[config.mk]
export PLATFORM = sky130hd
export DESIGN_NAME = mult_div_unit_flat
export DESIGN_NICKNAME = d
export VERILOG_FILES = /design/src/rtl/mult_div_unit_if.sv /design/src/rtl/mult_div_unit.sv /design/src/flat_wrapper.sv
export SDC_FILE = /design/constraint.sdc
export NUM_CORES = 1
export LEC_CHECK = 0
export ABC_AREA = 0
export CAP_MARGIN = 20
export CORE_ASPECT_RATIO = 0.5
export CORE_UTILIZATION = 40
export CTS_CLUSTER_DIAMETER = 120
export DETAILED_ROUTE_END_ITERATION = 12
export GPL_TIMING_DRIVEN = 1
export MAX_ROUTING_LAYER = met4
export PLACE_DENSITY = 0.65
export SLEW_MARGIN = 25
export SYNTH_ARGS = -nofsm -noshare
export SYNTH_HDL_FRONTEND = slang
export SYNTH_SLANG_ARGS = --single-unit
[constraint.sdc]
create_clock -name clk -period 4.9 [get_ports clk]
set_input_delay 1.225 -clock clk [delete_from_list [all_inputs] [get_ports clk]]
set_output_delay 1.225 -clock clk [all_outputs]
set_load 0.05 [all_outputs]
[src/rtl/mult_div_unit_if.sv]
// Request/response bundle between the control FSM and the multiply/divide unit.
// The control FSM drives the master side and the unit drives the slave side.
// start is a request that the unit samples only while busy is low. Once busy
// rises, the operands are captured and start is ignored until done pulses.
interface mult_div_unit_if #(
  parameter int WIDTH = 32
);
  logic             start;
  logic [1:0]       op;
  logic [WIDTH-1:0] a;
  logic [WIDTH-1:0] b;
  logic             busy;
  logic             done;
  logic             div_zero;
  logic [WIDTH-1:0] hi;
  logic [WIDTH-1:0] lo;

  modport master (
    output start, op, a, b,
    input  busy, done, div_zero, hi, lo
  );

  modport slave (
    input  start, op, a, b,
    output busy, done, div_zero, hi, lo
  );
endinterface

[src/rtl/mult_div_unit.sv]
// Iterative signed/unsigned multiply and divide unit that owns the HI/LO registers.
// Multiply uses shift-add with the multiplier LSB first. Divide uses restoring
// division with quotient bits MSB first. Both run on magnitudes and fix up the
// signs in FIN. One iteration runs per cycle, and each operation takes WIDTH
// iterations.
module mult_div_unit #(
  parameter int WIDTH = 32
) (
  input  logic           clk,
  input  logic           reset,
  mult_div_unit_if.slave bus,
  output logic [1:0]     dbgState
);

  localparam int CW = $clog2(WIDTH);
  localparam logic [CW-1:0] LAST = CW'(WIDTH - 1);

  typedef enum logic [1:0] {
    IDLE = 2'd0,
    RUN  = 2'd1,
    FIN  = 2'd2
  } state_t;

  state_t           state;
  logic             isDiv;
  logic             negRes;   // product or quotient must be negated
  logic             negRem;   // remainder must be negated (dividend was negative)
  logic             divZero;
  logic [WIDTH-1:0] opnd;     // multiplicand magnitude, or divisor magnitude
  logic [WIDTH:0]   accHi;    // product high half, or partial remainder
  logic [WIDTH-1:0] accLo;    // multiplier/product low half, or dividend/quotient
  logic [CW-1:0]    count;
  logic             doneReg;
  logic             divZeroReg;
  logic [WIDTH-1:0] hiReg;
  logic [WIDTH-1:0] loReg;

  // Operand decode for the request currently presented on the bus.
  logic             signedOp, aNeg, bNeg, reqDiv;
  logic [WIDTH-1:0] aAbs, bAbs;
  assign signedOp = ~bus.op[0];
  assign reqDiv   = bus.op[1];
  assign aNeg     = signedOp & bus.a[WIDTH-1];
  assign bNeg     = signedOp & bus.b[WIDTH-1];
  assign aAbs     = aNeg ? -bus.a : bus.a;
  assign bAbs     = bNeg ? -bus.b : bus.b;

  // Datapath for a single iteration step.
  logic [WIDTH:0]     mulSum, divShift, divDiff;
  logic [2*WIDTH-1:0] product, prodFix;
  logic [WIDTH-1:0]   quotFix, remFix;
  assign mulSum   = accHi + (accLo[0] ? {1'b0, opnd} : '0);
  assign divShift = {accHi[WIDTH-1:0], accLo[WIDTH-1]};
  assign divDiff  = divShift - {1'b0, opnd};
  assign product  = {accHi[WIDTH-1:0], accLo};
  assign prodFix  = negRes ? -product : product;
  assign quotFix  = negRes ? -accLo : accLo;
  assign remFix   = negRem ? -accHi[WIDTH-1:0] : accHi[WIDTH-1:0];

  // Control FSM and datapath registers. done and div_zero are one-cycle pulses.
  always_ff @(posedge clk or negedge reset) begin
    if (!reset) begin
      state      <= IDLE;
      isDiv      <= 1'b0;
      negRes     <= 1'b0;
      negRem     <= 1'b0;
      divZero    <= 1'b0;
      opnd       <= '0;
      accHi      <= '0;
      accLo      <= '0;
      count      <= '0;
      doneReg    <= 1'b0;
      divZeroReg <= 1'b0;
      hiReg      <= '0;
      loReg      <= '0;
    end else begin
      doneReg    <= 1'b0;
      divZeroReg <= 1'b0;
      case (state)
        IDLE: begin
          if (bus.start) begin
            isDiv   <= reqDiv;
            negRes  <= aNeg ^ bNeg;
            negRem  <= aNeg;
            opnd    <= reqDiv ? bAbs : aAbs;
            accHi   <= '0;
            accLo   <= reqDiv ? aAbs : bAbs;
            count   <= '0;
            // A zero divisor skips the iterations entirely.
            divZero <= reqDiv && (bus.b == '0);
            state   <= (reqDiv && (bus.b == '0)) ? FIN : RUN;
          end
        end
        RUN: begin
          if (isDiv) begin
            // Restoring step: keep the subtraction only if it did not borrow.
            if (!divDiff[WIDTH]) begin
              accHi <= divDiff;
              accLo <= {accLo[WIDTH-2:0], 1'b1};
            end else begin
              accHi <= divShift;
              accLo <= {accLo[WIDTH-2:0], 1'b0};
            end
          end else begin
            accHi <= {1'b0, mulSum[WIDTH:1]};
            accLo <= {mulSum[0], accLo[WIDTH-1:1]};
          end
          count <= count + 1'b1;
          if (count == LAST) state <= FIN;
        end
        FIN: begin
          doneReg    <= 1'b1;
          divZeroReg <= divZero;
          divZero    <= 1'b0;
          if (!divZero) begin
            hiReg <= isDiv ? remFix  : prodFix[2*WIDTH-1:WIDTH];
            loReg <= isDiv ? quotFix : prodFix[WIDTH-1:0];
          end
          state <= IDLE;
        end
        default: state <= IDLE;
      endcase
    end
  end

  assign bus.busy     = (state != IDLE);
  assign bus.done     = doneReg;
  assign bus.div_zero = divZeroReg;
  assign bus.hi       = hiReg;
  assign bus.lo       = loReg;
  assign dbgState     = state;

endmodule

[src/flat_wrapper.sv]
// flat-port wrapper written by rule: the top's interface ports become plain ports
module mult_div_unit_flat 
#(
  parameter int WIDTH = 32
)
  (clk, reset, dbgState, bus_start, bus_op, bus_a, bus_b, bus_busy, bus_done, bus_div_zero, bus_hi, bus_lo);
  mult_div_unit_if #(.WIDTH(WIDTH)) bus_i ();
  input  logic clk;
  input  logic reset;
  output logic [1:0] dbgState;
  input wire logic [$bits(bus_i.start)-1:0] bus_start;
  input wire logic [$bits(bus_i.op)-1:0] bus_op;
  input wire logic [$bits(bus_i.a)-1:0] bus_a;
  input wire logic [$bits(bus_i.b)-1:0] bus_b;
  output wire logic [$bits(bus_i.busy)-1:0] bus_busy;
  output wire logic [$bits(bus_i.done)-1:0] bus_done;
  output wire logic [$bits(bus_i.div_zero)-1:0] bus_div_zero;
  output wire logic [$bits(bus_i.hi)-1:0] bus_hi;
  output wire logic [$bits(bus_i.lo)-1:0] bus_lo;
  assign bus_i.start = bus_start;
  assign bus_i.op = bus_op;
  assign bus_i.a = bus_a;
  assign bus_i.b = bus_b;
  assign bus_busy = bus_i.busy;
  assign bus_done = bus_i.done;
  assign bus_div_zero = bus_i.div_zero;
  assign bus_hi = bus_i.hi;
  assign bus_lo = bus_i.lo;
  mult_div_unit #(.WIDTH(WIDTH)) u_core (.clk(clk), .reset(reset), .bus(bus_i), .dbgState(dbgState));
endmodule
# Word level (Yosys, flattened, before mapping)

Cells that the tools add are included.

Bits in registers: 174

Add/sub/neg operators: 8
Equal/unequal tests: 5
Mux-type cells: 28
Bitwise operators: 5
Reduce and logical (&&, ||, !) cells: 11

Operator list:

| kind                  | number |
|---|---|
| $mux W32              | 11 |
| $neg A32 Y32          | 4 |
| $mux W33              | 3 |
| $pmux W33 S2          | 1 |
| $mux W64              | 1 |
| $neg A64 Y64          | 1 |
| $pmux W32 S2          | 1 |
| $add A33 B33 Y33      | 1 |
| $sub A33 B32 Y33      | 1 |
| $logic_not A32 Y1     | 1 |
| $pmux W5 S2           | 1 |
| $reduce_and A2 Y1     | 5 |
| $mux W2               | 3 |
| $reduce_bool A2 Y1    | 3 |
| $add A5 B1 Y5 const B | 1 |
| $eq A5 B5 Y1 const B  | 1 |
| $mux W5               | 1 |
| $mux W1               | 4 |
| $pmux W2 S2           | 1 |
| $and A1 B1 Y1         | 2 |
| $eq A2 B1 Y1 const B  | 1 |
| $eq A2 B2 Y1 const B  | 1 |
| $logic_not A2 Y1      | 1 |
| $ne A2 B1 Y1 const B  | 1 |
| 5 further kinds       | 6 |

# Depth between registers and ports, before layout

Depth after elaboration: 6
Gate-level depth with buffers: 20

# Least setup slack after synthesis

Ideal clock, no wire load.

Path kind: flip-flop to flip-flop
Start point: register u_core.accLo[31]
End point: register u_core.accHi[31]
Library setup time: 0.131 ns
Arrival time: 3.796 ns
Setup slack: 0.973 ns
Cell stages (with the launch flop): 20
Buffers on the path: 2
Clock period less this slack: 3.927 ns
Cell sequence: dfrtp_1 -> clkbuf_1 -> inv_1 -> ha_1 -> fa_1 -> nand2b_1 -> a21o_1 -> a31oi_1 -> a31o_2 -> a21oi_1 -> a211oi_1 -> o21ai_0 -> a21oi_1 -> or2_2 -> ha_1 -> clkbuf_1 -> nor2_1 -> a222oi_1 -> a21boi_0 -> nand3_1

Longest elaborated chain between the ends: 4

RTL lines:

| element                | line                 | RTL |
|---|---|---|
| from (decl)            | mult_div_unit.sv:31  | `logic [WIDTH-1:0] accLo;` |
| from (signal assigned) | mult_div_unit.sv:87  | `accLo <= reqDiv ? aAbs : bAbs;` |
| from (signal assigned) | mult_div_unit.sv:99  | `accLo <= {accLo[WIDTH-2:0], 1'b1};` |
| from (signal assigned) | mult_div_unit.sv:102 | `accLo <= {accLo[WIDTH-2:0], 1'b0};` |
| $sub A33 B32 Y33       | mult_div_unit.sv:54  | `assign divDiff = divShift - {1'b0, opnd};` |
| $mux W33               | mult_div_unit.sv:97  | `if (!divDiff[WIDTH]) begin` |
| $mux W33               | mult_div_unit.sv:95  | `if (isDiv) begin` |
| $pmux W33 S2           | mult_div_unit.sv:79  | `case (state)` |
| to (signal assigned)   | mult_div_unit.sv:98  | `accHi <= divDiff;` |
| to (signal assigned)   | mult_div_unit.sv:101 | `accHi <= divShift;` |
| to (signal assigned)   | mult_div_unit.sv:105 | `accHi <= {1'b0, mulSum[WIDTH:1]};` |
| to (decl)              | mult_div_unit.sv:30  | `logic [WIDTH:0] accHi;` |

No other way between the ends.
A chain may end at the register's enable or synchronous reset.

# Final worst setup path

Start point: register u_core.accLo[31]
End point: register u_core.accHi[30]

The elaborated chain is that of the path after synthesis.

==> summary.md <==
| Metric | Value |
|---|---|
| Synth Area in Adders | `0.0647` |
| Peak supply drop | `between 0.4 and 0.5 mV` |
| CTS tree | `yes` |
| Crit path launch | `u_core.accLo[31]` |
| Count of final hold-check violations | `0` |
| Peak Freq | `0.226 GHz` |
| Ys async rst share | `1.00` |
| Mapped cell area | `between 10000 and 15000 sq um` |
| Yosys warnings | `0` |
| Initial antenna violation count | `2` |
| Vias in the first global route | `about 13000` |
| Final Critical Period | `between 4 and 5 ns` |
| Htree depth | `4` |
| Finished Cell Area | `17000 sq um` |
| Clk_lat worst skew | `0.47 ns` |
| Residual DRC | `0` |
| Share of layout cells above drive strength 1 | `0.0650` |
| IO Pins | `approximately 140` |
| Final worst path period share | `0.904` |
| First-pass GRT wire length | `a little under 80 mm` |
| CTS Root Buffer Type | `clkbuf_16` |
| Routed via count | `14342` |
| GPL Wtd Cong | `a little under 1` |
| Worst Hold Class | `reg2reg` |
| Most common cell after layout, fill and taps aside | `nand2_1` |
| Pin count of the biggest net entering global routing | `between 100 and 150` |
| Largest family of logic cells by synthesized area | `compound AO/OA/AOI/OAI gates` |
| Worst-path clk slew | `around 0.070 ns` |
| Diode count | `0` |
| Setup_tns | `0 ns` |
| Placed Area | `about 16000 sq um` |
| Top FF cell, synth | `dfrtp_1` |
| Status | `complete, no violations` |
| XOR/XNOR Fraction of Synth Area | `0.102` |
| Global Route Usage Sum | `0.278` |
| DRT iter0 DRCs | `between 1000 and 1500` |
| CP endpoint kind | `flip-flop` |
| Max-slew violation count | `0` |
| Hold WS | `about 0.48 ns` |
| Pre-CTS setup slack | `between 0.5 and 0.6 ns` |
| First drt pass iteration count | `8` |
| Hold Startpoint | `u_core.bus.hi[3]` |
| Layout area overhead | `17.0%` |
| WS Path Type | `reg2reg` |
| Hpwl dp | `about 39 mm` |
| Max_slew headroom | `0.407` |
| Dpl cells | `2412` |
| Final non-filler cell total | `roughly 2400` |
| Postcts setup bufs | `0` |
| Max-cap viol count | `0` |
| FF+latch count, synth | `about 170` |
| Post-synth EDFFs | `0` |
| Compound-cell area share of the yosys netlist | `0.258` |
| CP Data Arrival Time | `around 4.8 ns` |
| Leakage | `approximately 7 nW` |
| Site Rows | `48` |
| Core area | `between 30000 and 40000 sq um` |
| Initial Util | `0.414` |
| CTS Buffer Depth | `2` |
| Seq/Total Area, Yosys | `0.299` |
| Nets | `2100` |
| CTS sink cnt | `approximately 170` |
| CTS Buf Count | `17` |
| Drt total wl | `about 50 mm` |
| Worst-Margin Slew | `0.889 ns` |
| Die area | `between 30000 and 40000 sq um` |
| PD cells | `roughly 800 nW/um^2` |
| Final setup margin | `about 0.47 ns` |
| CP required | `around 5.3 ns` |
| Cells after synthesis | `1878` |
| Worst-case clock skew | `about 0.011 ns` |
| Drt wl/cell | `~20 microns` |
| Synth unique cells | `between 80 and 90` |
| # fillers | `~3400` |
| Post-synthesis mux area share | `0.0333` |
| Syn_nets | `between 2000 and 2500` |
| DIE HEIGHT | `137 microns` |
| Vias per inst | `approximately 5.9` |
| Simple-gate portion of the synthesized area | `0.193` |
| Max Fanout on Critical Path | `10` |
| RSZ-0062 raised after global routing | `false` |
| Syn avg cell area | `7.75 sq um` |
| Post-route ant nets | `0` |
| Startpoint Class | `flip-flop` |
| Most frequent cells in the layout | `240 x nand2_1, 225 x o21ai_0, 173 x dfrtp_1, 165 x nor2_1, 145 x a21oi_1` |
| Die Wd | `between 200 and 300 microns` |
| Origin of the critical flop-to-flop path | `u_core.accLo[31]` |
| I/O Buffers | `~140` |
| Gr ovfl total | `0` |
| Final setup fails | `0` |
==> logic make-up after synthesis <==
family	Yosys count
and+or+nand+nor	608
xor gates and xnor gates	169
AOI/OAI and AO/OA	613
DFF	174
adders and majority gates	74
buffers and inverters	194
muxes	46
==> layout make-up <==
| cell class | instances | area, sq um | area share |
|---|---|---|---|
| clock inverter | 14 | 166 | 0.00977 |
| clock buffer | 18 | 439 | 0.0258 |
| multi-input combinational | 1510 | 9490 | 0.557 |
| inverter | 76 | 285 | 0.0168 |
| tap | 475 | 594 | 0.0349 |
| timing repair buffer | 178 | 1700 | 0.0998 |
| sequential | 174 | 4360 | 0.256 |
==> where the power goes <==
group,leakage [nW],switching (mW),internal (mW)
sequential,2.06,0.824,2.07
clock,0.297,0.697,0.744
combinational,4.63,5.65,3.65
==> routing by layer <==
| layer | routed length, microns | global-route usage | part of all wire |
|---|---|---|---|
| met5 | 0 | - | 0 |
| met1 | 23200 | 0.380 | 0.46 |
| met2 | 22300 | 0.421 | 0.45 |
| met4 | 1560 | 0.101 | 0.031 |
| met3 | 2950 | 0.0388 | 0.059 |
==> repair_timing <==
item,4_1_cts,5_1_grt
hold buffers,0,0
endpoints found under the setup margin,0,1
resized for setup,0,2
endpoints found under the hold margin,0,0
==> flip-flops by register name (all words and copies together) (netlist names), 2 cells and up <==
register	cells
u_core.opnd	32
u_core.bus.lo	32
u_core.dbgState	2
u_core.bus.hi	32
u_core.count	5
u_core.accLo	32
u_core.accHi	33
==> metrics by stage <==
step | util | power, mW
2_1_floorplan | - | 9.30
3_3_place_gp | 0.467 | 12.0
3_5_place_dp | 0.467 | 12.0
4_1_cts | 0.484 | 13.5
5_1_grt | 0.485 | 14.6
6_report | 0.485 | 13.6
==> cells in the mapped netlist (7+ instances only) <==
| cell | number | area [sq um] |
|---|---|---|
| ha_1 | 72 | 901 |
| o41ai_1 | 9 | 78.8 |
| or4_1 | 8 | 60.1 |
| a22oi_1 | 10 | 75.1 |
| o22ai_1 | 33 | 206 |
| nand2_1 | 240 | 901 |
| and2_1 | 8 | 50.1 |
| mux2_2 | 19 | 214 |
| mux2i_1 | 27 | 270 |
| dfrtp_1 | 174 | 4350 |
| xor2_1 | 67 | 587 |
| xnor2_1 | 102 | 893 |
| nor4_1 | 19 | 119 |
| o31ai_1 | 19 | 143 |
| nor3_1 | 29 | 145 |
| nand2b_1 | 31 | 194 |
| or3_1 | 9 | 56.3 |
| o21ai_0 | 225 | 1130 |
| a21o_1 | 19 | 143 |
| nor2_1 | 168 | 631 |
| a41oi_1 | 7 | 61.3 |
| nor2b_1 | 16 | 100 |
| inv_1 | 75 | 282 |
| clkbuf_1 | 103 | 387 |
| nand4_1 | 11 | 68.8 |
| buf_1 | 12 | 45.0 |
| a21oi_1 | 146 | 731 |
| a211oi_1 | 20 | 150 |
| a31oi_1 | 22 | 138 |
| o21a_1 | 8 | 60.1 |
| o211ai_1 | 17 | 128 |
| nand3_1 | 32 | 160 |
==> worst max-delay path, cell delays in order (launching register included) <==
cell	delay, ns
dfrtp_1	0.47
inv_1	0.12
ha_1	0.23
fa_1	0.39
nand2b_1	0.20
a21o_1	0.21
a31oi_1	0.27
a31o_2	0.25
a21oi_1	0.11
a211oi_1	0.39
o21ai_0	0.13
a21oi_1	0.14
or2_2	0.14
ha_2	0.29
or4b_2	0.61
a41o_1	0.24
a22oi_1	0.14
==> path summary, 6_finish.rpt <==
| path | to | slack (ns) | cells after the start |
|---|---|---|---|
| setup / recovery | u_core.accHi[30] | 0.47 | 16 |
| hold / removal | u_core.bus.hi[3] | 0.48 | 2 |
| setup reg to reg | u_core.accHi[30] | 0.47 | 16 |
| hold reg to reg | u_core.bus.hi[3] | 0.48 | 2 |
| max in group asynchronous | u_core.bus.hi[17] | 3.02 | 2 |
| min in group asynchronous | u_core.bus.lo[21] | 0.83 | 1 |
Power figures use the tool's default switching activity.
